File: config.mk
export PLATFORM = sky130hd
export DESIGN_NAME = shift_arbiter_flat
export DESIGN_NICKNAME = d
export VERILOG_FILES = /design/src/rtl/shift_arbiter_if.sv /design/src/rtl/shift_arbiter.sv /design/src/flat_wrapper.sv
export SDC_FILE = /design/constraint.sdc
export NUM_CORES = 1
export LEC_CHECK = 0
export ABC_AREA = 1
export ABC_CLOCK_PERIOD_IN_PS = 1910
export CAP_MARGIN = 30
export CORE_UTILIZATION = 41
export DETAILED_ROUTE_END_ITERATION = 7
export PLACE_DENSITY = 0.85
export SLEW_MARGIN = 0
export SYNTH_ARGS = -nofsm -noshare
export SYNTH_HDL_FRONTEND = slang
export SYNTH_SLANG_ARGS = --single-unit
File: constraint.sdc
create_clock -name clk -period 1.91 [get_ports clk]
set_clock_uncertainty 0.2 [all_clocks]
set_input_delay 0.382 -clock clk [delete_from_list [all_inputs] [get_ports clk]]
set_output_delay 0.382 -clock clk [all_outputs]
set_load 0.005 [all_outputs]
File: src/rtl/shift_arbiter_if.sv
`default_nettype none
// +--------------------------------------------------------------------+
// | shift_arbiter_if : request/shifter/response bundle for shift_arbiter |
// | Rev 1.0                                                            |
// +--------------------------------------------------------------------+
interface shift_arbiter_if;
  logic [1:0]  req_valid;
  logic [1:0]  req_ready;
  logic [31:0] req_data0;
  logic [31:0] req_data1;
  logic [4:0]  req_shamt0;
  logic [4:0]  req_shamt1;
  logic [3:0]  req_op0;
  logic [3:0]  req_op1;
  logic [31:0] sh_inp1;
  logic [4:0]  sh_inp2;
  logic [3:0]  sh_alusel;
  logic [31:0] sh_out;
  logic [1:0]  rsp_valid;
  logic [1:0]  rsp_ready;
  logic [31:0] rsp_data;
  logic        rsp_illegal;

  // Arbiter side
  modport slave (
    input  req_valid, req_data0, req_data1, req_shamt0, req_shamt1,
           req_op0, req_op1, sh_out, rsp_ready,
    output req_ready, sh_inp1, sh_inp2, sh_alusel, rsp_valid, rsp_data,
           rsp_illegal
  );

  // Requester / shifter side
  modport master (
    output req_valid, req_data0, req_data1, req_shamt0, req_shamt1,
           req_op0, req_op1, sh_out, rsp_ready,
    input  req_ready, sh_inp1, sh_inp2, sh_alusel, rsp_valid, rsp_data,
           rsp_illegal
  );
endinterface
`default_nettype wire

File: src/rtl/shift_arbiter.sv
`default_nettype none
// +--------------------------------------------------------------------+
// | shift_arbiter : shares one barrel shifter between two requesters.  |
// | Round-robin; SHIFT_ARB_FIXED_PRIO_EN gives requester 0 priority.   |
// | Rev 1.0                                                            |
// +--------------------------------------------------------------------+
module shift_arbiter #(
  parameter logic [3:0] OP_SLL = 4'd2,
  parameter logic [3:0] OP_SRL = 4'd6,
  parameter logic [3:0] OP_SRA = 4'd7
) (
  input  logic              clk,
  input  logic              rst_n,
  shift_arbiter_if.slave    bus
);

  typedef enum logic [1:0] {
    S_IDLE  = 2'd0,
    S_ISSUE = 2'd1,
    S_RESP  = 2'd2
  } state_t;

  state_t      state_q;
  logic        win_q;
  logic        illegal_q;
  logic [31:0] sh_inp1_q;
  logic [4:0]  sh_inp2_q;
  logic [3:0]  sh_alusel_q;
  logic [1:0]  rsp_valid_q;
  logic [31:0] rsp_data_q;
  logic        rsp_illegal_q;

  logic        win_d;
  logic [1:0]  gnt_d;
  logic [31:0] data_d;
  logic [4:0]  shamt_d;
  logic [3:0]  op_d;
  logic        legal_d;

`ifndef SHIFT_ARB_FIXED_PRIO_EN
  logic        rr_q;
`endif

  always_comb begin
    win_d = 1'b0;
`ifdef SHIFT_ARB_FIXED_PRIO_EN
    win_d = ~bus.req_valid[0];
`else
    case (bus.req_valid)
      2'b10:   win_d = 1'b1;
      2'b11:   win_d = rr_q;
      default: win_d = 1'b0;
    endcase
`endif
    // Gated by rst_n so no request is accepted while reset is held
    gnt_d = 2'b00;
    if ((state_q == S_IDLE) && rst_n && (|bus.req_valid))
      gnt_d = win_d ? 2'b10 : 2'b01;
    data_d  = win_d ? bus.req_data1  : bus.req_data0;
    shamt_d = win_d ? bus.req_shamt1 : bus.req_shamt0;
    op_d    = win_d ? bus.req_op1    : bus.req_op0;
    legal_d = (op_d == OP_SLL) || (op_d == OP_SRL) || (op_d == OP_SRA);
  end

  always_ff @(posedge clk) begin
    if (!rst_n) begin
      state_q       <= S_IDLE;
      win_q         <= 1'b0;
      illegal_q     <= 1'b0;
      sh_inp1_q     <= 32'd0;
      sh_inp2_q     <= 5'd0;
      sh_alusel_q   <= 4'd0;
      rsp_valid_q   <= 2'b00;
      rsp_data_q    <= 32'd0;
      rsp_illegal_q <= 1'b0;
`ifndef SHIFT_ARB_FIXED_PRIO_EN
      rr_q          <= 1'b0;
`endif
    end else begin
      case (state_q)
        S_IDLE: begin
          if (|gnt_d) begin
            win_q       <= win_d;
            sh_inp1_q   <= data_d;
            sh_inp2_q   <= shamt_d;
            sh_alusel_q <= legal_d ? op_d : 4'd0;
            illegal_q   <= ~legal_d;
`ifndef SHIFT_ARB_FIXED_PRIO_EN
            rr_q        <= ~win_d;
`endif
            state_q     <= S_ISSUE;
          end
        end
        S_ISSUE: begin
          rsp_data_q    <= illegal_q ? 32'd0 : bus.sh_out;
          rsp_illegal_q <= illegal_q;
          rsp_valid_q   <= win_q ? 2'b10 : 2'b01;
          state_q       <= S_RESP;
        end
        S_RESP: begin
          if (bus.rsp_ready[win_q]) begin
            rsp_valid_q   <= 2'b00;
            rsp_illegal_q <= 1'b0;
            state_q       <= S_IDLE;
          end
        end
        default: state_q <= S_IDLE;
      endcase
    end
  end

  assign bus.req_ready   = gnt_d;
  assign bus.sh_inp1     = sh_inp1_q;
  assign bus.sh_inp2     = sh_inp2_q;
  assign bus.sh_alusel   = sh_alusel_q;
  assign bus.rsp_valid   = rsp_valid_q;
  assign bus.rsp_data    = rsp_data_q;
  assign bus.rsp_illegal = rsp_illegal_q;

endmodule
`default_nettype wire

File: src/flat_wrapper.sv
// flat-port wrapper written by rule: the top's interface ports become plain ports
module shift_arbiter_flat 
#(
  parameter logic [3:0] OP_SLL = 4'd2,
  parameter logic [3:0] OP_SRL = 4'd6,
  parameter logic [3:0] OP_SRA = 4'd7
)
  (clk, rst_n, bus_req_valid, bus_req_data0, bus_req_data1, bus_req_shamt0, bus_req_shamt1, bus_req_op0, bus_req_op1, bus_sh_out, bus_rsp_ready, bus_req_ready, bus_sh_inp1, bus_sh_inp2, bus_sh_alusel, bus_rsp_valid, bus_rsp_data, bus_rsp_illegal);
  shift_arbiter_if bus_i ();
  input  logic clk;
  input  logic rst_n;
  input wire logic [$bits(bus_i.req_valid)-1:0] bus_req_valid;
  input wire logic [$bits(bus_i.req_data0)-1:0] bus_req_data0;
  input wire logic [$bits(bus_i.req_data1)-1:0] bus_req_data1;
  input wire logic [$bits(bus_i.req_shamt0)-1:0] bus_req_shamt0;
  input wire logic [$bits(bus_i.req_shamt1)-1:0] bus_req_shamt1;
  input wire logic [$bits(bus_i.req_op0)-1:0] bus_req_op0;
  input wire logic [$bits(bus_i.req_op1)-1:0] bus_req_op1;
  input wire logic [$bits(bus_i.sh_out)-1:0] bus_sh_out;
  input wire logic [$bits(bus_i.rsp_ready)-1:0] bus_rsp_ready;
  output wire logic [$bits(bus_i.req_ready)-1:0] bus_req_ready;
  output wire logic [$bits(bus_i.sh_inp1)-1:0] bus_sh_inp1;
  output wire logic [$bits(bus_i.sh_inp2)-1:0] bus_sh_inp2;
  output wire logic [$bits(bus_i.sh_alusel)-1:0] bus_sh_alusel;
  output wire logic [$bits(bus_i.rsp_valid)-1:0] bus_rsp_valid;
  output wire logic [$bits(bus_i.rsp_data)-1:0] bus_rsp_data;
  output wire logic [$bits(bus_i.rsp_illegal)-1:0] bus_rsp_illegal;
  assign bus_i.req_valid = bus_req_valid;
  assign bus_i.req_data0 = bus_req_data0;
  assign bus_i.req_data1 = bus_req_data1;
  assign bus_i.req_shamt0 = bus_req_shamt0;
  assign bus_i.req_shamt1 = bus_req_shamt1;
  assign bus_i.req_op0 = bus_req_op0;
  assign bus_i.req_op1 = bus_req_op1;
  assign bus_i.sh_out = bus_sh_out;
  assign bus_i.rsp_ready = bus_rsp_ready;
  assign bus_req_ready = bus_i.req_ready;
  assign bus_sh_inp1 = bus_i.sh_inp1;
  assign bus_sh_inp2 = bus_i.sh_inp2;
  assign bus_sh_alusel = bus_i.sh_alusel;
  assign bus_rsp_valid = bus_i.rsp_valid;
  assign bus_rsp_data = bus_i.rsp_data;
  assign bus_rsp_illegal = bus_i.rsp_illegal;
  shift_arbiter #(.OP_SLL(OP_SLL), .OP_SRL(OP_SRL), .OP_SRA(OP_SRA)) u_core (.clk(clk), .rst_n(rst_n), .bus(bus_i));
endmodule
==> results of run 1 <==
## sequential cells by signal, indices dropped and copies added (netlist names)
register / flops
u_core.bus.sh_alusel: 4
u_core.bus.sh_inp2: 5
u_core.bus.sh_inp1: 32
u_core.bus.rsp_illegal: 1
u_core.bus.rsp_data: 32
u_core.state_q: 2
u_core.rr_q: 1
u_core.illegal_q: 1
u_core.bus.rsp_valid: 2
u_core.win_q: 1
## cell usage after synthesis, drive strengths merged
library cell / count / share of area
a211oi: 3 / 0.0079
a21oi: 77 / 0.11
buf: 29 / 0.046
clkbuf: 9 / 0.0097
dfxtp: 81 / 0.46
inv: 13 / 0.015
nand2: 199 / 0.22
nand3: 75 / 0.11
nand3b: 1 / 0.0022
nor2: 8 / 0.0086
nor3: 1 / 0.0047
o21ai: 3 / 0.0075
## worst max path at each step
stage / endpoint / slack, ps
2_1_floorplan: bus_req_ready[1] / 360
3_3_place_gp: bus_req_ready[1] / -560
3_5_place_dp: bus_req_ready[1] / -610
4_1_cts: bus_req_ready[1] / -20
5_1_grt: bus_req_ready[0] / -50
6_report: bus_req_ready[0] / 10
## metrics by stage
step | total power [uW] | setup TNS, ps | hold slack [ps]
global route | 4490 | -106 | 273
finish | 4290 | 0 | 257
CTS | 4320 | -16.6 | 258
detailed placement | 2930 | -21310 | 246
global placement | 2900 | -17960 | 235
floorplan | 2340 | 0 | 239
## critical path, stage by stage (launching register included)
cell and delay, ps:
dfxtp_2 340, nor3_4 250, o21ai_4 110, a21oi_2 130
buf_2 130
## power by group through the flow
| stage | clock (uW) | sequential (uW) | combinational (uW) |
|---|---|---|---|
| 6_report | 1400 | 1870 | 1020 |
| 5_1_grt | 1490 | 1880 | 1120 |
| 4_1_cts | 1420 | 1870 | 1020 |
| 3_5_place_dp | 0 | 1910 | 1020 |
| 3_3_place_gp | 0 | 1900 | 998 |
| 2_1_floorplan | 0 | 1910 | 427 |
## logic make-up after synthesis
kind of cell | after synthesis | share of synthesized area
DFF | 81 | 0.465
and+or+nand+nor | 284 | 0.339
AOI/OAI and AO/OA | 83 | 0.126
buffers and inverters | 51 | 0.0707
## layer usage
| metal | global-route usage | vias up |
|---|---|---|
| met3 | 0.0655 | 20 |
| met1 | 0.267 | 1778 |
| met2 | 0.409 | 169 |
| met4 | 0.106 | 0 |
| met5 | 0 | - |
| li1 | - | 2006 |
## timing repair
item                                    4_1_cts  5_1_grt
setup buffers                                 1        0
resized for setup                            15        1
endpoints found under the setup margin       42        6
pin swaps                                     2        2
## cell type report
class | instances | area share
inverters | 13 | 0.00883
clock buffers | 11 | 0.0261
clock inverters | 5 | 0.0134
multi-input cells | 367 | 0.280
flip-flops and latches | 81 | 0.279
repair buffers | 218 | 0.370
well taps | 105 | 0.0226
==> flow_metrics.tcl, run 1 <==
set metrics [dict create \
    final_common_cell "nand2_1" \
    die_area_sq_um 8880 \
    fmax_mhz 528 \
    cts_root_buf "clkbuf_8" \
    dp_cells 783 \
    reg2reg_setup_slack_ps 180 \
    start_util 0.425 \
    regArea_sq_um 1620 \
    reg2reg_from "u_core.state_q[1]" \
    dpl_cell_area_sq_um 5570 \
    clkPwrFrac 0.326 \
    yosysSeqAreaShare 0.465 \
    io_buffer_count 197 \
    routed_wl_mm 10.6 \
    crit_arrival_ps 1310 \
    internal_power_uw 3180 \
    fill_cells 689 \
    switching_power_uw 1110 \
    numCtsBuffers 9 \
    seqPwrFrac 0.436 \
    dr.first_iter.drc_count 142 \
    sw_frac_of_total 0.258 \
    slew_violations 0 \
    antenna_found_initial 0 \
    whs_path_depth 2 \
    wire_per_inst_microns 13.2 \
    h-tree-depth 3 \
    syn_inst 499 \
    irDropWorstVdd_mv 0.407 \
    finalWorstSetupSlack_ps 14.8 \
    vias 3973 \
    dp_hpwl_mm 7.71 \
    hold_path_end "u_core.bus.sh_alusel[3]" \
    cellLeakagePower_uw 0.00232 \
    required_ps 1330 \
    routabilityCongestion 0.780 \
    grt_pass1_wl_mm 16.3 \
    powerDensity_nw_per_um2 738 \
    p_comb_frac 0.238 \
    final_area_sq_um 5810 \
    nNetsFinal 810 \
    drtAntennaViolNets 0 \
    fin_util 0.707 \
    drive_gt1_frac 0.0719 \
    ys_ff_latch 81 \
    fin_cells 800 \
    num_antenna_cells 0 \
    end_kind "output pin" \
    worstSetupStartpoint "u_core.state_q[1]" \
    min_from "u_core.bus.sh_alusel[3]" \
    die_h_microns 94.2 \
    rows 33 \
    grtUsageTotal 0.236 \
    rsz0062_at_grt "true" \
    fp.coreArea_sq_um 8220 \
    clock_path_buffers 2 \
    die_w_microns 94.2 \
    tightestPinTransition_ps 797 \
    period_share 0.992 \
    grt_pass1_vias 3604 \
    clk_pin_slew_ps 80 \
    max_slew_margin 0.468 \
    wl_met1_mm 4.31 \
    startpoint_type "register" \
    multi_input_area_sq_um 1630 \
    ff2ff_path_depth 7 \
    route.met2.wl_mm 5.09 \
    setup_violations 0 \
    cts_sinks 81 \
    yosys.cell_types.count 21 \
    final_cell_mix "197 x nand2_1, 192 x clkdlybuf4s50_1, 80 x dfxtp_1" \
    critical_path_class "register to output pin" \
    hold_path.class "register to register" \
    synth_area_sq_um 3490 \
    cts_hold_buf 0 \
    drc 0 \
    finalCriticalPeriod_ps 1900 \
    syn_nets 619 \
    place_ws_ps -612 \
    viasPerCell 4.97 \
    timing.final.hold_violations 0 \
    cts_tree "yes" \
    clk_latency_ps 340 \
    dr.pass1.iters 4 \
    overflow 0 \
    wl_met3_microns 977 \
    r2r_end "u_core.bus.sh_inp1[7]" \
    status "complete, no violations" \
    grt_max_degree 76 \
    yosysWarnings 0 \
    routed.top_layer "met4" \
    ios 198 \
    maxCapViolCount 0 \
    critPathMaxFanout 3 \
    syn2layout_area_growth_pct 66.5 \
    syn_area_per_cell_sq_um 6.99 \
]
(Power assumes the default switching activity.)
==> run 2: changes to the inputs <==
- ABC_CLOCK_PERIOD_IN_PS: 1910 -> unset
- CORE_UTILIZATION: 41 -> 35
- PLACE_DENSITY: 0.85 -> 0.77
- clock period: 1.91 -> 1.6 ns (I/O delays scaled with it)
==> flow_metrics.tcl, run 2 (same netlist as run 1, synthesis figures left out) <==
set metrics [dict create \
    dp_cells 813 \
    die_w_microns 102 \
    grtUsageTotal 0.211 \
    rsz0062_at_grt "true" \
    cellLeakagePower_uw 0.00275 \
    cts_root_buf "clkbuf_8" \
    violations "negative setup slack" \
    cts_sinks 81 \
    setup_tns_ps -504 \
    fmax_mhz 542 \
    drive_gt1_frac 0.128 \
    drtAntennaViolNets 0 \
    overflow 0 \
    period_share 1.15 \
    dp_hpwl_mm 7.99 \
    clk_latency_ps 340 \
    crit_arrival_ps 1330 \
    viasPerCell 4.74 \
    ff2ff_path_depth 8 \
    irDropWorstVdd_mv 0.505 \
    fin_util 0.616 \
    wire_per_inst_microns 13.5 \
    dr.first_iter.drc_count 125 \
    clk_pin_slew_ps 80 \
    slew_violations 0 \
    multi_input_area_sq_um 1660 \
    max_slew_margin 0.432 \
    startpoint_type "register" \
    dpl_cell_area_sq_um 5620 \
    critPathMaxFanout 3 \
    timing.final.hold_violations 0 \
    cts_hold_buf 0 \
    grt_max_degree 76 \
    maxCapViolCount 0 \
    final_area_sq_um 6000 \
    fill_cells 900 \
    regArea_sq_um 1650 \
    numCtsBuffers 9 \
    start_util 0.359 \
    die_h_microns 102 \
    grt_pass1_wl_mm 17.1 \
    critical_path_class "register to output pin" \
    rows 36 \
    final_cell_mix "196 x nand2_1, 116 x clkdlybuf4s50_1, 77 x dlygate4sd2_1" \
    dr.pass1.iters 5 \
    fp.coreArea_sq_um 9730 \
    io_buffer_count 197 \
    grt_pass1_vias 3681 \
    finalWorstSetupSlack_ps -247 \
    finalCriticalPeriod_ps 1850 \
    required_ps 1080 \
    h-tree-depth 3 \
    final_common_cell "nand2_1" \
    hold_path.class "register to register" \
    ios 198 \
    powerDensity_nw_per_um2 829 \
    vias 3978 \
    fin_cells 840 \
    clock_path_buffers 2 \
    status "complete, but fails checks" \
    die_area_sq_um 10400 \
    routed_wl_mm 11.4 \
    antenna_found_initial 2 \
    power.total_uw 4970 \
    syn2layout_area_growth_pct 71.9 \
    tightestPinTransition_ps 852 \
    routabilityCongestion 0.809 \
    drc 0 \
    nNetsFinal 820 \
    setup_violations 8 \
    end_kind "output pin" \
    cts_tree "yes" \
    whs_path_depth 2 \
]
## run 2: cell types whose count changed in the layout (fill, tap and decap cells not counted), sizes merged, moves of 2 or more
cell,before,now
diode,0,2
buf,23,31
clkdlybuf4s50,192,116
dlygate4sd2,3,77
## run 2: final timing paths
kind | startpoint | endpoint | slack (ps)
max | u_core.state_q[0] | bus_req_ready[0] | -250
min | u_core.bus.sh_alusel[3] | u_core.bus.sh_alusel[3] | 250
max reg2reg | u_core.rr_q | u_core.illegal_q | -20
min reg2reg | u_core.bus.sh_alusel[3] | u_core.bus.sh_alusel[3] | 250
## run 2: area by class of cell
cell class | instances | area share
diodes | 2 | 0.000835
clock buffers | 10 | 0.0213
clock inverters | 6 | 0.0109
inverters | 13 | 0.0125
multi-input cells | 367 | 0.278
flip-flops and latches | 81 | 0.275
well taps | 133 | 0.0278
repair buffers | 228 | 0.374
## run 2: worst max-delay path: stages (launching register included)
cell	delay, ps
dfxtp_2	340
nor3_4	210
o21ai_4	90
a21oi_2	110
buf_4	140
buf_6	90
## run 2: where the power goes
group | switching (uW) | internal (uW) | leakage [uW]
logic | 577 | 688 | 0.00198
clock network | 750 | 728 | 0.0000971
registers | 69.3 | 2160 | 0.000670
total | 1400 | 3580 | 0.00275
## run 2: metrics by stage
stage	hold slack (ps)	setup WS, ps
floorplan	239	174
global placement	244	-833
detailed placement	248	-853
CTS	255	-287
global route	274	-346
finish	251	-247
## run 2: timing repair
| action | 4_1_cts | 5_1_grt |
|---|---|---|
| gates resized for setup | 114 | 22 |
| buffers inserted | 4 | 1 |
| pin swaps | 2 | 3 |
| gates cloned | 2 | 2 |
| endpoints found under the setup margin | 120 | 44 |
## run 2: metal layers
metal  track usage  wire (microns)  vias to the layer above
li1              -               -                     2032
met1         0.228            4560                     1773
met2         0.384            5560                      156
met3        0.0752            1090                       17
met4        0.0714             169                        0
met5             0               0                        -
==> run 3: changes to the inputs <==
- GPL_TIMING_DRIVEN: unset -> 0
==> flow_metrics.tcl, run 3 (same netlist as run 1, synthesis figures left out) <==
set metrics [dict create \
    critical_path_class "input pin to output pin" \
    ios 198 \
    rsz0062_at_grt "true" \
    syn2layout_area_growth_pct 78.9 \
    dr.first_iter.drc_count 125 \
    cts_sinks 81 \
    final_common_cell "nand2_1" \
    h-tree-depth 3 \
    clk_pin_slew_ps 90 \
    dr.pass1.iters 5 \
    tightestPinTransition_ps 622 \
    seqPwrFrac 0.421 \
    ff2ff_path_depth 10 \
    rows 36 \
    final_cell_mix "189 x nand2_1, 116 x clkdlybuf4s50_1, 77 x dlygate4sd2_1" \
    fin_cells 863 \
    wire_per_inst_microns 13.9 \
    grt_pass1_vias 3732 \
    end_kind "output pin" \
    fmax_mhz 545 \
    required_ps 1080 \
    antenna_found_initial 0 \
    grtUsageTotal 0.216 \
    powerDensity_nw_per_um2 852 \
    r2r_end "u_core.bus.sh_alusel[0]" \
    viasPerCell 4.83 \
    cts_tree "yes" \
    internal_power_uw 3870 \
    startpoint_type "input pin" \
    clkPwrFrac 0.327 \
    overflow 0 \
    slew_violations 0 \
    drtAntennaViolNets 0 \
    finalCriticalPeriod_ps 1840 \
    numCtsBuffers 9 \
    violations "negative setup slack" \
    io_buffer_count 196 \
    die_h_microns 102 \
    sw_frac_of_total 0.273 \
    reg2reg_from "u_core.state_q[1]" \
    die_w_microns 102 \
    crit_arrival_ps 1320 \
    die_area_sq_um 10400 \
    hold_path.class "input pin to register" \
    cts_root_buf "clkbuf_8" \
    period_share 1.15 \
    maxCapViolCount 0 \
    routabilityCongestion 0.885 \
    cellLeakagePower_uw 0.00284 \
    switching_power_uw 1450 \
    grt_pass1_wl_mm 17.4 \
    endpoint "bus_req_ready[0]" \
    p_comb_frac 0.252 \
    fp.coreArea_sq_um 9730 \
    status "complete, but fails checks" \
    drive_gt1_frac 0.181 \
    drc 0 \
    setup_violations 46 \
    num_antenna_cells 0 \
    vias 4164 \
    nNetsFinal 845 \
    critPathMaxFanout 5 \
    finalWorstSetupSlack_ps -236 \
    dp_cells 828 \
    reg2reg_setup_slack_ps -110 \
    worstSetupStartpoint "rst_n" \
    timing.final.hold_violations 0 \
    start_util 0.359 \
    routed_wl_mm 12.0 \
    irDropWorstVdd_mv 0.402 \
    power.total_uw 5310 \
    max_slew_margin 0.586 \
    cts_hold_buf 0 \
    grt_max_degree 15 \
    clk_latency_ps 350 \
    dp_hpwl_mm 8.84 \
    clock_path_buffers 2 \
]
## run 3: cell count changes in the layout (fill, tap and decap cells not counted), moves of 6 or more
cell and delta:
buf_2 +12, dfxtp_1 -11, dfxtp_2 +11, buf_4 -8
nand2_1 -7, buf_8 +6, clkbuf_1 +6
## run 3: worst min path at each step
stage,endpoint,depth (start not counted),start,slack (ps)
5_1_grt,u_core.bus.sh_alusel[2],3,rst_n,170
2_1_floorplan,u_core.bus.sh_alusel[2],2,u_core.bus.sh_alusel[2],240
3_3_place_gp,u_core.bus.sh_alusel[2],2,u_core.bus.sh_alusel[2],240
6_report,u_core.bus.sh_alusel[2],3,rst_n,180
3_5_place_dp,u_core.bus.sh_alusel[2],2,u_core.bus.sh_alusel[2],250
4_1_cts,u_core.win_q,3,rst_n,150
## run 3: power groups by stage
stage | registers, uW | clock network [uW] | logic (uW)
6_report | 2240 | 1740 | 1340
5_1_grt | 2250 | 1860 | 1460
4_1_cts | 2240 | 1770 | 1200
3_5_place_dp | 2280 | 0 | 1220
3_3_place_gp | 2270 | 0 | 1200
2_1_floorplan | 2280 | 0 | 510
## run 3: area by class of cell
| cell class | instances | area, sq um |
|---|---|---|
| Inverter | 13 | 63.8 |
| Multi-Input combinational cell | 367 | 1730 |
| Clock inverter | 5 | 85.1 |
| Clock buffer | 11 | 151 |
| Timing Repair inverter | 1 | 16.3 |
| Buffer | 38 | 272 |
| Fill cell | 895 | 3490 |
| Sequential cell | 81 | 1660 |
| Tap cell | 133 | 166 |
| Timing Repair Buffer | 214 | 2090 |
## run 3: per-stage QoR
stage | instance area, sq um | setup TNS [ps] | util | setup WS, ps | hold slack (ps)
after floorplan | 3490 | 0 | - | 174 | 239
after global placement | 5620 | -36610 | 0.577 | -1170 | 240
after detailed placement | 5620 | -39170 | 0.577 | -1180 | 253
after CTS | 5920 | -460 | 0.609 | -269 | 154
after global routing | 6240 | -6950 | 0.641 | -313 | 168
final | 6240 | -3610 | 0.641 | -236 | 179
## run 3: critical path: stages
cell and delay, ps:
clkdlybuf4s15_2 250, inv_2 90, nor3_4 230, o21ai_4 110, a21oi_4 170, buf_2 150
## run 3: layer usage
layer,share of wire,GRT usage,vias to the layer above,routed length [microns]
met5,0,0,-,0
met3,0.085,0.0725,10,1010
li1,-,-,2078,-
met4,0.011,0.0571,0,136
met1,0.40,0.227,1917,4810
met2,0.50,0.408,159,6020
## run 3: repair_timing
item / 4_1_cts / 5_1_grt
gates cloned: 0 / 6
pin swaps: 4 / 4
gates resized for setup: 139 / 52
endpoints found under the setup margin: 156 / 64
setup buffers: 9 / 4
